## src/rtl/enc_block_position_if.sv

```systemverilog
// enc_block_position_if: block handshake and tag bus between the encoder input buffer,
// the block position tagger and the substream packer.
// master = tagger side, slave = surrounding buffer/packer side.
interface enc_block_position_if #(
  parameter int XW = 9,
  parameter int YW = 11
);
  logic          blk_in_valid;
  logic          blk_in_ready;
  logic          blk_out_valid;
  logic          blk_out_ready;
  logic [XW-1:0] blk_pos_x;
  logic [YW-1:0] blk_pos_y;
  logic          out_sof;
  logic          out_sos;
  logic          out_eos;
  logic          out_soc;
  logic          out_eoc;
  logic          out_fls;
  logic          out_eof;

  modport master (
    input  blk_in_valid, blk_out_ready,
    output blk_in_ready, blk_out_valid, blk_pos_x, blk_pos_y,
           out_sof, out_sos, out_eos, out_soc, out_eoc, out_fls, out_eof
  );

  modport slave (
    output blk_in_valid, blk_out_ready,
    input  blk_in_ready, blk_out_valid, blk_pos_x, blk_pos_y,
           out_sof, out_sos, out_eos, out_soc, out_eoc, out_fls, out_eof
  );
endinterface

```

## src/rtl/enc_block_position.sv

```systemverilog
// enc_block_position: encoder-side block position tracker and tagger.
// Walks the blocks of a slice in raster order, tags each accepted block with its
// position and slice/frame flags, and forwards it through one valid/ready register.
module enc_block_position #(
  parameter  int MAX_SLICE_WIDTH  = 2560,
  parameter  int MAX_SLICE_HEIGHT = 2560,
  localparam int SWW = $clog2(MAX_SLICE_WIDTH),
  localparam int SHW = $clog2(MAX_SLICE_HEIGHT),
  localparam int XW  = SWW - 3,
  localparam int YW  = SHW - 1
) (
  input  logic                 clk,
  input  logic                 rst,
  input  logic                 flush,
  input  logic [SWW-1:0]       slice_width,
  input  logic [SHW-1:0]       slice_height,
  input  logic [15:0]          frame_height,
  input  logic                 in_sof,
  input  logic                 start_encode,
  enc_block_position_if.master blk,
  output logic                 slice_done,
  output logic                 frame_done
);

  typedef enum logic [1:0] {IDLE, ACTIVE, DRAIN, DONE} state_t;

  state_t        state;
  state_t        state_nxt;

  logic [XW-1:0] cnt_x;
  logic [YW-1:0] cnt_y;
  logic [15:0]   line_cnt;
  logic          sticky_sof;
  logic          sticky_eof;

  logic          out_valid;
  logic [XW-1:0] out_x;
  logic [YW-1:0] out_y;
  logic          o_sof;
  logic          o_sos;
  logic          o_eos;
  logic          o_soc;
  logic          o_eoc;
  logic          o_fls;
  logic          o_eof;

  logic          in_ready;
  logic          accept;

  logic [XW:0]   nx_m1;
  logic [YW:0]   ny_m1;
  logic          x_last;
  logic          y_last;
  logic          f_sos;
  logic          f_eos;
  logic          f_soc;
  logic          f_eoc;
  logic          f_fls;
  logic          f_sof;
  logic          f_eof;
  logic [15:0]   line_base;
  logic [16:0]   line_sum;
  logic [15:0]   line_new;

  // The low bits of the dimensions are always zero (multiples of 8 / 2).
  logic          unused_dim_bits;
  assign unused_dim_bits = ^{slice_width[2:0], slice_height[0]};

  // Last column/row indices, one bit wider so a zero dimension never matches.
  assign nx_m1 = {1'b0, slice_width[SWW-1:3]}  - {{XW{1'b0}}, 1'b1};
  assign ny_m1 = {1'b0, slice_height[SHW-1:1]} - {{YW{1'b0}}, 1'b1};

  assign x_last = ({1'b0, cnt_x} == nx_m1);
  assign y_last = ({1'b0, cnt_y} == ny_m1);

  assign f_sos = (cnt_x == '0) && (cnt_y == '0);
  assign f_eos = x_last && y_last;
  assign f_soc = (cnt_x == '0);
  assign f_eoc = x_last;
  assign f_fls = (cnt_y == '0);

  // A start-of-frame marker arriving together with the first block still counts.
  assign f_sof = f_sos && (sticky_sof || in_sof);

  // Frame start restarts the line count, so its first completed row counts as 2 lines.
  assign line_base = f_sof ? 16'd0 : line_cnt;
  assign line_sum  = {1'b0, line_base} + 17'd2;
  assign line_new  = line_sum[16] ? 16'hFFFF : line_sum[15:0];

  // Once the frame bottom is reached, every later block of the frame stays marked.
  assign f_eof = (sticky_eof && !f_sof) ||
                 (f_eoc && (line_sum >= {1'b0, frame_height}));

  assign accept = blk.blk_in_valid && in_ready;

  // State register.
  always_ff @(posedge clk or posedge rst) begin
    if (rst) begin
      state <= IDLE;
    end else begin
      state <= state_nxt;
    end
  end

  // Next-state logic: flush beats start_encode, which restarts from any state.
  always_comb begin
    state_nxt = state;
    if (flush) begin
      state_nxt = IDLE;
    end else if (start_encode) begin
      state_nxt = ACTIVE;
    end else begin
      case (state)
        ACTIVE: if (accept && f_eos) state_nxt = DRAIN;
        DRAIN:  if (!out_valid || blk.blk_out_ready) state_nxt = DONE;
        DONE:   state_nxt = IDLE;
        default: state_nxt = state;
      endcase
    end
  end

  // FSM outputs: input handshake and the end-of-slice/frame pulses.
  always_comb begin
    in_ready   = 1'b0;
    slice_done = 1'b0;
    frame_done = 1'b0;
    if (state == ACTIVE && !start_encode && !flush && (!out_valid || blk.blk_out_ready)) begin
      in_ready = 1'b1;
    end
    if (state == DONE) begin
      slice_done = 1'b1;
      frame_done = o_eof;
    end
  end

  // Position counters, frame tracking and the tagged output register.
  always_ff @(posedge clk or posedge rst) begin
    if (rst) begin
      cnt_x      <= '0;
      cnt_y      <= '0;
      line_cnt   <= '0;
      sticky_sof <= 1'b0;
      sticky_eof <= 1'b0;
      out_valid  <= 1'b0;
      out_x      <= '0;
      out_y      <= '0;
      o_sof      <= 1'b0;
      o_sos      <= 1'b0;
      o_eos      <= 1'b0;
      o_soc      <= 1'b0;
      o_eoc      <= 1'b0;
      o_fls      <= 1'b0;
      o_eof      <= 1'b0;
    end else if (flush) begin
      cnt_x      <= '0;
      cnt_y      <= '0;
      line_cnt   <= '0;
      sticky_sof <= 1'b0;
      sticky_eof <= 1'b0;
      out_valid  <= 1'b0;
      out_x      <= '0;
      out_y      <= '0;
      o_sof      <= 1'b0;
      o_sos      <= 1'b0;
      o_eos      <= 1'b0;
      o_soc      <= 1'b0;
      o_eoc      <= 1'b0;
      o_fls      <= 1'b0;
      o_eof      <= 1'b0;
    end else begin
      if (start_encode) begin
        cnt_x <= '0;
        cnt_y <= '0;
      end else if (accept) begin
        if (x_last) begin
          cnt_x <= '0;
          cnt_y <= y_last ? '0 : cnt_y + 1'b1;
        end else begin
          cnt_x <= cnt_x + 1'b1;
        end
      end

      if (accept && f_sos) begin
        sticky_sof <= 1'b0;
      end else if (in_sof) begin
        sticky_sof <= 1'b1;
      end

      if (accept) begin
        line_cnt   <= f_eoc ? line_new : line_base;
        sticky_eof <= f_eof;
        out_valid  <= 1'b1;
        out_x      <= cnt_x;
        out_y      <= cnt_y;
        o_sof      <= f_sof;
        o_sos      <= f_sos;
        o_eos      <= f_eos;
        o_soc      <= f_soc;
        o_eoc      <= f_eoc;
        o_fls      <= f_fls;
        o_eof      <= f_eof;
      end else if (blk.blk_out_ready) begin
        out_valid  <= 1'b0;
      end
    end
  end

  assign blk.blk_in_ready  = in_ready;
  assign blk.blk_out_valid = out_valid;
  assign blk.blk_pos_x     = out_x;
  assign blk.blk_pos_y     = out_y;
  assign blk.out_sof       = o_sof;
  assign blk.out_sos       = o_sos;
  assign blk.out_eos       = o_eos;
  assign blk.out_soc       = o_soc;
  assign blk.out_eoc       = o_eoc;
  assign blk.out_fls       = o_fls;
  assign blk.out_eof       = o_eof;

endmodule

```

## src/flat_wrapper.sv

```systemverilog
// flat-port wrapper written by rule: the top's interface ports become plain ports
module enc_block_position_flat 
#(
  parameter  int MAX_SLICE_WIDTH  = 2560,
  parameter  int MAX_SLICE_HEIGHT = 2560,
  localparam int SWW = $clog2(MAX_SLICE_WIDTH),
  localparam int SHW = $clog2(MAX_SLICE_HEIGHT),
  localparam int XW  = SWW - 3,
  localparam int YW  = SHW - 1
)
  (clk, rst, flush, slice_width, slice_height, frame_height, in_sof, start_encode, slice_done, frame_done, blk_blk_in_valid, blk_blk_out_ready, blk_blk_in_ready, blk_blk_out_valid, blk_blk_pos_x, blk_blk_pos_y, blk_out_sof, blk_out_sos, blk_out_eos, blk_out_soc, blk_out_eoc, blk_out_fls, blk_out_eof);
  enc_block_position_if #(.XW(9), .YW(11)) blk_i ();
  input  logic clk;
  input  logic rst;
  input  logic flush;
  input  logic [SWW-1:0] slice_width;
  input  logic [SHW-1:0] slice_height;
  input  logic [15:0] frame_height;
  input  logic in_sof;
  input  logic start_encode;
  output logic slice_done;
  output logic frame_done;
  input wire logic [$bits(blk_i.blk_in_valid)-1:0] blk_blk_in_valid;
  input wire logic [$bits(blk_i.blk_out_ready)-1:0] blk_blk_out_ready;
  output wire logic [$bits(blk_i.blk_in_ready)-1:0] blk_blk_in_ready;
  output wire logic [$bits(blk_i.blk_out_valid)-1:0] blk_blk_out_valid;
  output wire logic [$bits(blk_i.blk_pos_x)-1:0] blk_blk_pos_x;
  output wire logic [$bits(blk_i.blk_pos_y)-1:0] blk_blk_pos_y;
  output wire logic [$bits(blk_i.out_sof)-1:0] blk_out_sof;
  output wire logic [$bits(blk_i.out_sos)-1:0] blk_out_sos;
  output wire logic [$bits(blk_i.out_eos)-1:0] blk_out_eos;
  output wire logic [$bits(blk_i.out_soc)-1:0] blk_out_soc;
  output wire logic [$bits(blk_i.out_eoc)-1:0] blk_out_eoc;
  output wire logic [$bits(blk_i.out_fls)-1:0] blk_out_fls;
  output wire logic [$bits(blk_i.out_eof)-1:0] blk_out_eof;
  assign blk_i.blk_in_valid = blk_blk_in_valid;
  assign blk_i.blk_out_ready = blk_blk_out_ready;
  assign blk_blk_in_ready = blk_i.blk_in_ready;
  assign blk_blk_out_valid = blk_i.blk_out_valid;
  assign blk_blk_pos_x = blk_i.blk_pos_x;
  assign blk_blk_pos_y = blk_i.blk_pos_y;
  assign blk_out_sof = blk_i.out_sof;
  assign blk_out_sos = blk_i.out_sos;
  assign blk_out_eos = blk_i.out_eos;
  assign blk_out_soc = blk_i.out_soc;
  assign blk_out_eoc = blk_i.out_eoc;
  assign blk_out_fls = blk_i.out_fls;
  assign blk_out_eof = blk_i.out_eof;
  enc_block_position #(.MAX_SLICE_WIDTH(MAX_SLICE_WIDTH), .MAX_SLICE_HEIGHT(MAX_SLICE_HEIGHT)) u_core (.clk(clk), .rst(rst), .flush(flush), .slice_width(slice_width), .slice_height(slice_height), .frame_height(frame_height), .in_sof(in_sof), .start_encode(start_encode), .blk(blk_i), .slice_done(slice_done), .frame_done(frame_done));
endmodule
```

## config.mk

```make
export PLATFORM = sky130hd
export DESIGN_NAME = enc_block_position_flat
export DESIGN_NICKNAME = d
export VERILOG_FILES = /design/src/rtl/enc_block_position_if.sv /design/src/rtl/enc_block_position.sv /design/src/flat_wrapper.sv
export SDC_FILE = /design/constraint.sdc
export NUM_CORES = 1
export LEC_CHECK = 0
export CAP_MARGIN = 20
export CORE_MARGIN = 3
export CORE_UTILIZATION = 30
export CTS_BUF_LIST = sky130_fd_sc_hd__clkbuf_16
export CTS_CLUSTER_SIZE = 28
export DETAILED_ROUTE_END_ITERATION = 10
export PLACE_DENSITY_LB_ADDON = 0.15
export SLEW_MARGIN = 20
export SYNTH_ARGS = -nofsm -noshare
export SYNTH_HDL_FRONTEND = slang
export SYNTH_SLANG_ARGS = --single-unit
```

## constraint.sdc

```tcl
create_clock -name clk -period 3.9 [get_ports clk]
set_input_delay 0.78 -clock clk [delete_from_list [all_inputs] [get_ports clk]]
set_output_delay 0.78 -clock clk [all_outputs]
set_load 0.05 [all_outputs]
```

==> results.yml <==
global_route:
  grt_overflow_total: 0
  grt_max_degree: 68
  grt_util_all_layers_pct: 16.4
  grt_pass1_wl_um: 22200
  first_global_vias: 4316
  antenna_found_initial: 0
route:
  wl_per_cell_um: 15.9
  ant_nets: 0
  drt_iter0_drc: 259
  drtPass1Iterations: 4
  via_per_inst: 5.06
  wl_um: 13800
  vias: 4400
  drc: 0
clock_network:
  cts_tree: "done"
  post-cts-setup-buffers: 0
  numCtsBuffers: 9
  clkSinkCount: 67
  path_clk_slew_ns: 0.06
  clock_latency_ns: 0.33
  cts.path.max_buffers: 2
  cts-root-buf: "clkbuf_16"
  htreeDepth: 3
final_layout:
  nNetsFinal: 724
  n_antenna_cell: 0
  fillers: 1556
  drive_gt1_share_pct: 11.7
  final_cell_mix: "clkdlybuf4s50_1, dfrtp_1, nand2_1"
  synthToLayoutAreaGrowth_pct: 32.5
  layout_commonest_cell: "clkdlybuf4s50_1"
  layout.cells.non_filler: 869
power_and_ir_drop:
  irDropWorstVdd_mv: 0.180
  p_int_uw: 1270
  p_switching_uw: 399
  combinationalPowerShare_pct: 12.0
  switching_share_pct: 23.9
  power_frac_clock_pct: 46.0
  p_leak_uw: 0.00277
  power.share.sequential_pct: 42.1
  p_per_area_nw_per_um2: 269
timing:
  period_share_pct: 93.1
  period_needed_ns: 3.63
  tightestPinTransition_ns: 0.883
  hold_viol_final: 0
  fmax_mhz: 276
  finalMaxSlewViolations: 0
  fin_skew_ns: 0.00551
  hold_ws_ns: 0.495
  rsz0062_at_grt: "false"
  max_slew_margin_pct: 41.2
  setup_viol: 0
synth:
  synth_nets: 625
  synthCells: 555
  synth-seq-cells: 67
  synth-edff-count: 0
  async_flop_share_pct: 100
  yosysSeqAreaShare_pct: 35.8
  ys.flop_type: "dfrtp_1"
  ys_warn_count: 0
  synth_cell_types: 60
  syn-cell-area_um2: 4680
  synth_area_per_cell_um2: 8.44
run:
  maxCapViolations: 0
die:
  die_h_um: 131
  chipWidth_um: 131
  pin_count: 78
  rows: 45
  start_util_pct: 30.7
  die_area_um2: 17100
  coreArea_um2: 15300
setup_path:
  crit_type: "flop to flop"
  worstPathRequired_ns: 4.10
  crit_chain: "inv_1 -> ha_1 -> nor4b_1 -> nand2_1 -> or3_4 -> and2_1 -> ha_2 -> nand3_1 -> xor2_1 -> nor2_1 -> ha_1 -> a21o_1 -> a21o_1 -> a211o_1 -> o211ai_1 -> a31oi_1 -> nor3_1 -> o32ai_1"
  crit_buf_inv: 1
  worstPathMaxFanout: 6
  slowest_stage: "or3_4"
  cp-end-kind: "flop"
  cp_top_family: "simple AND/OR/NAND/NOR gates"
  setup.worst_path.start_class: "flop"
  max_stage_delay_ns: 0.41
  worstPathArrival_ns: 3.83
outcome:
  status: "finished clean"
placed_design:
  place_congestion: 0.795
  portBuffers: 73
  place_inst: 854
  dp_hpwl_um: 10400
min_path:
  hp-class: "flop to flop"
## sequential cells by signal, summed over array words and instances (netlist names)
name                      flops
u_core.blk.blk_out_valid      1
u_core.blk.blk_pos_x          9
u_core.blk.blk_pos_y         11
u_core.blk.out_eoc            1
u_core.blk.out_eos            1
u_core.blk.out_fls            1
u_core.blk.out_soc            1
u_core.blk.out_sof            1
u_core.blk.out_sos            1
u_core.cnt_x                  9
u_core.cnt_y                 11
u_core.line_cnt              16
u_core.state                  2
u_core.sticky_eof             1
u_core.sticky_sof             1
## cell usage after synthesis, drive strengths merged, types with 8 or more instances
library cell / n / share of area (%)
a21oi: 20 / 2.1
a31oi: 13 / 1.7
and3: 20 / 2.7
clkbuf: 25 / 2.0
dfrtp: 67 / 36
ha: 23 / 6.1
inv: 35 / 2.8
nand2: 60 / 4.8
nand2b: 21 / 2.8
nand3: 16 / 1.7
nand3b: 8 / 1.3
nor2: 43 / 3.4
nor2b: 8 / 1.1
nor3: 13 / 1.4
nor4: 10 / 1.5
o21ai: 41 / 4.6
xnor2: 22 / 4.1
xor2: 16 / 3.0
## power by group through the flow
stage,Sequential (uW),Combinational (uW),Clock (uW)
floorplan,722,95.7,0
global placement,714,197,0
detailed placement,715,201,0
CTS,702,202,787
global route,702,221,813
finish,702,200,767
## timing repair
| action | CTS | global route |
|---|---|---|
| hold endpoints to repair | 0 | 0 |
| resized for setup | 0 | 6 |
| hold buffers | 0 | 0 |
| setup endpoints to repair | 0 | 1 |
## worst register-to-register path, stage by stage, from the launching register on
cell and delay (ns):
dfrtp_1 0.38, inv_1 0.08, ha_1 0.16, nor4b_1 0.22, nand2_1 0.16, or3_4 0.41, and2_1 0.17, ha_2 0.22
nand3_1 0.10, xor2_1 0.15, nor2_1 0.08, ha_1 0.18, a21o_1 0.17, a21o_1 0.17, a211o_1 0.29, o211ai_1 0.12
a31oi_1 0.12, nor3_1 0.23, o32ai_1 0.10
## metal layers
metal | GRT usage [%] | vias up | wire length, um | share of wire (%)
met2 | 26.7 | 77 | 6760 | 49
met1 | 22.7 | 2147 | 6510 | 47
met4 | 4.90 | 0 | 95 | 0.69
met3 | 2.52 | 8 | 452 | 3.3
met5 | 0 | - | 0 | 0
li1 | - | 2168 | - | -
## metrics by stage
stage                     util [%]  TNS, ns  cell area, um2  worst slack, ns  power [uW]
final                         40.7        0            6200            0.271        1670
after global routing          40.7        0            6200           0.0642        1740
after CTS                     40.5        0            6180           0.0676        1690
after detailed placement      38.7   -0.119            5900           -0.119         915
after global placement        38.7   -0.116            5900           -0.116         911
after floorplan                  -        0            4680            0.339         817
## final cells by class
cell class                      count  area [um2]  share of cell area, %
Multi-Input combinational cell    425        2790                   45.0
Tap cell                          211         264                   4.26
Sequential cell                    67        1680                   27.0
Timing Repair Buffer              116        1060                   17.1
Clock buffer                        9         225                   3.63
Inverter                           35         131                   2.12
Clock inverter                      6        50.0                  0.807
## cells by family (layout without fill, tap and decap cells)
logic type      Yosys count  after routing  synth area share, %
compound gates          120            120                 17.3
xor+xnor                 38             38                 7.11
fa+ha+maj                23             23                 6.15
buf+inv                  63            166                 5.26
flops                    67             67                 35.8
mux                       2              2                0.454
simple gates            242            242                 27.9
## path summary, 6_finish.rpt
check | startpoint | endpoint | slack, ns | depth (start not counted)
min in group asynchronous | rst | u_core.blk.blk_pos_x[8] | 1.04 | 3
setup / recovery | u_core.cnt_x[1] | u_core.sticky_eof | 0.27 | 18
setup reg to reg | u_core.cnt_x[1] | u_core.sticky_eof | 0.27 | 18
max in group asynchronous | rst | u_core.line_cnt[8] | 2.28 | 3
hold / removal | u_core.blk.out_eoc | u_core.blk.out_eoc | 0.50 | 2
hold reg to reg | u_core.blk.out_eoc | u_core.blk.out_eoc | 0.50 | 2
Power figures use the tool's default switching activity.
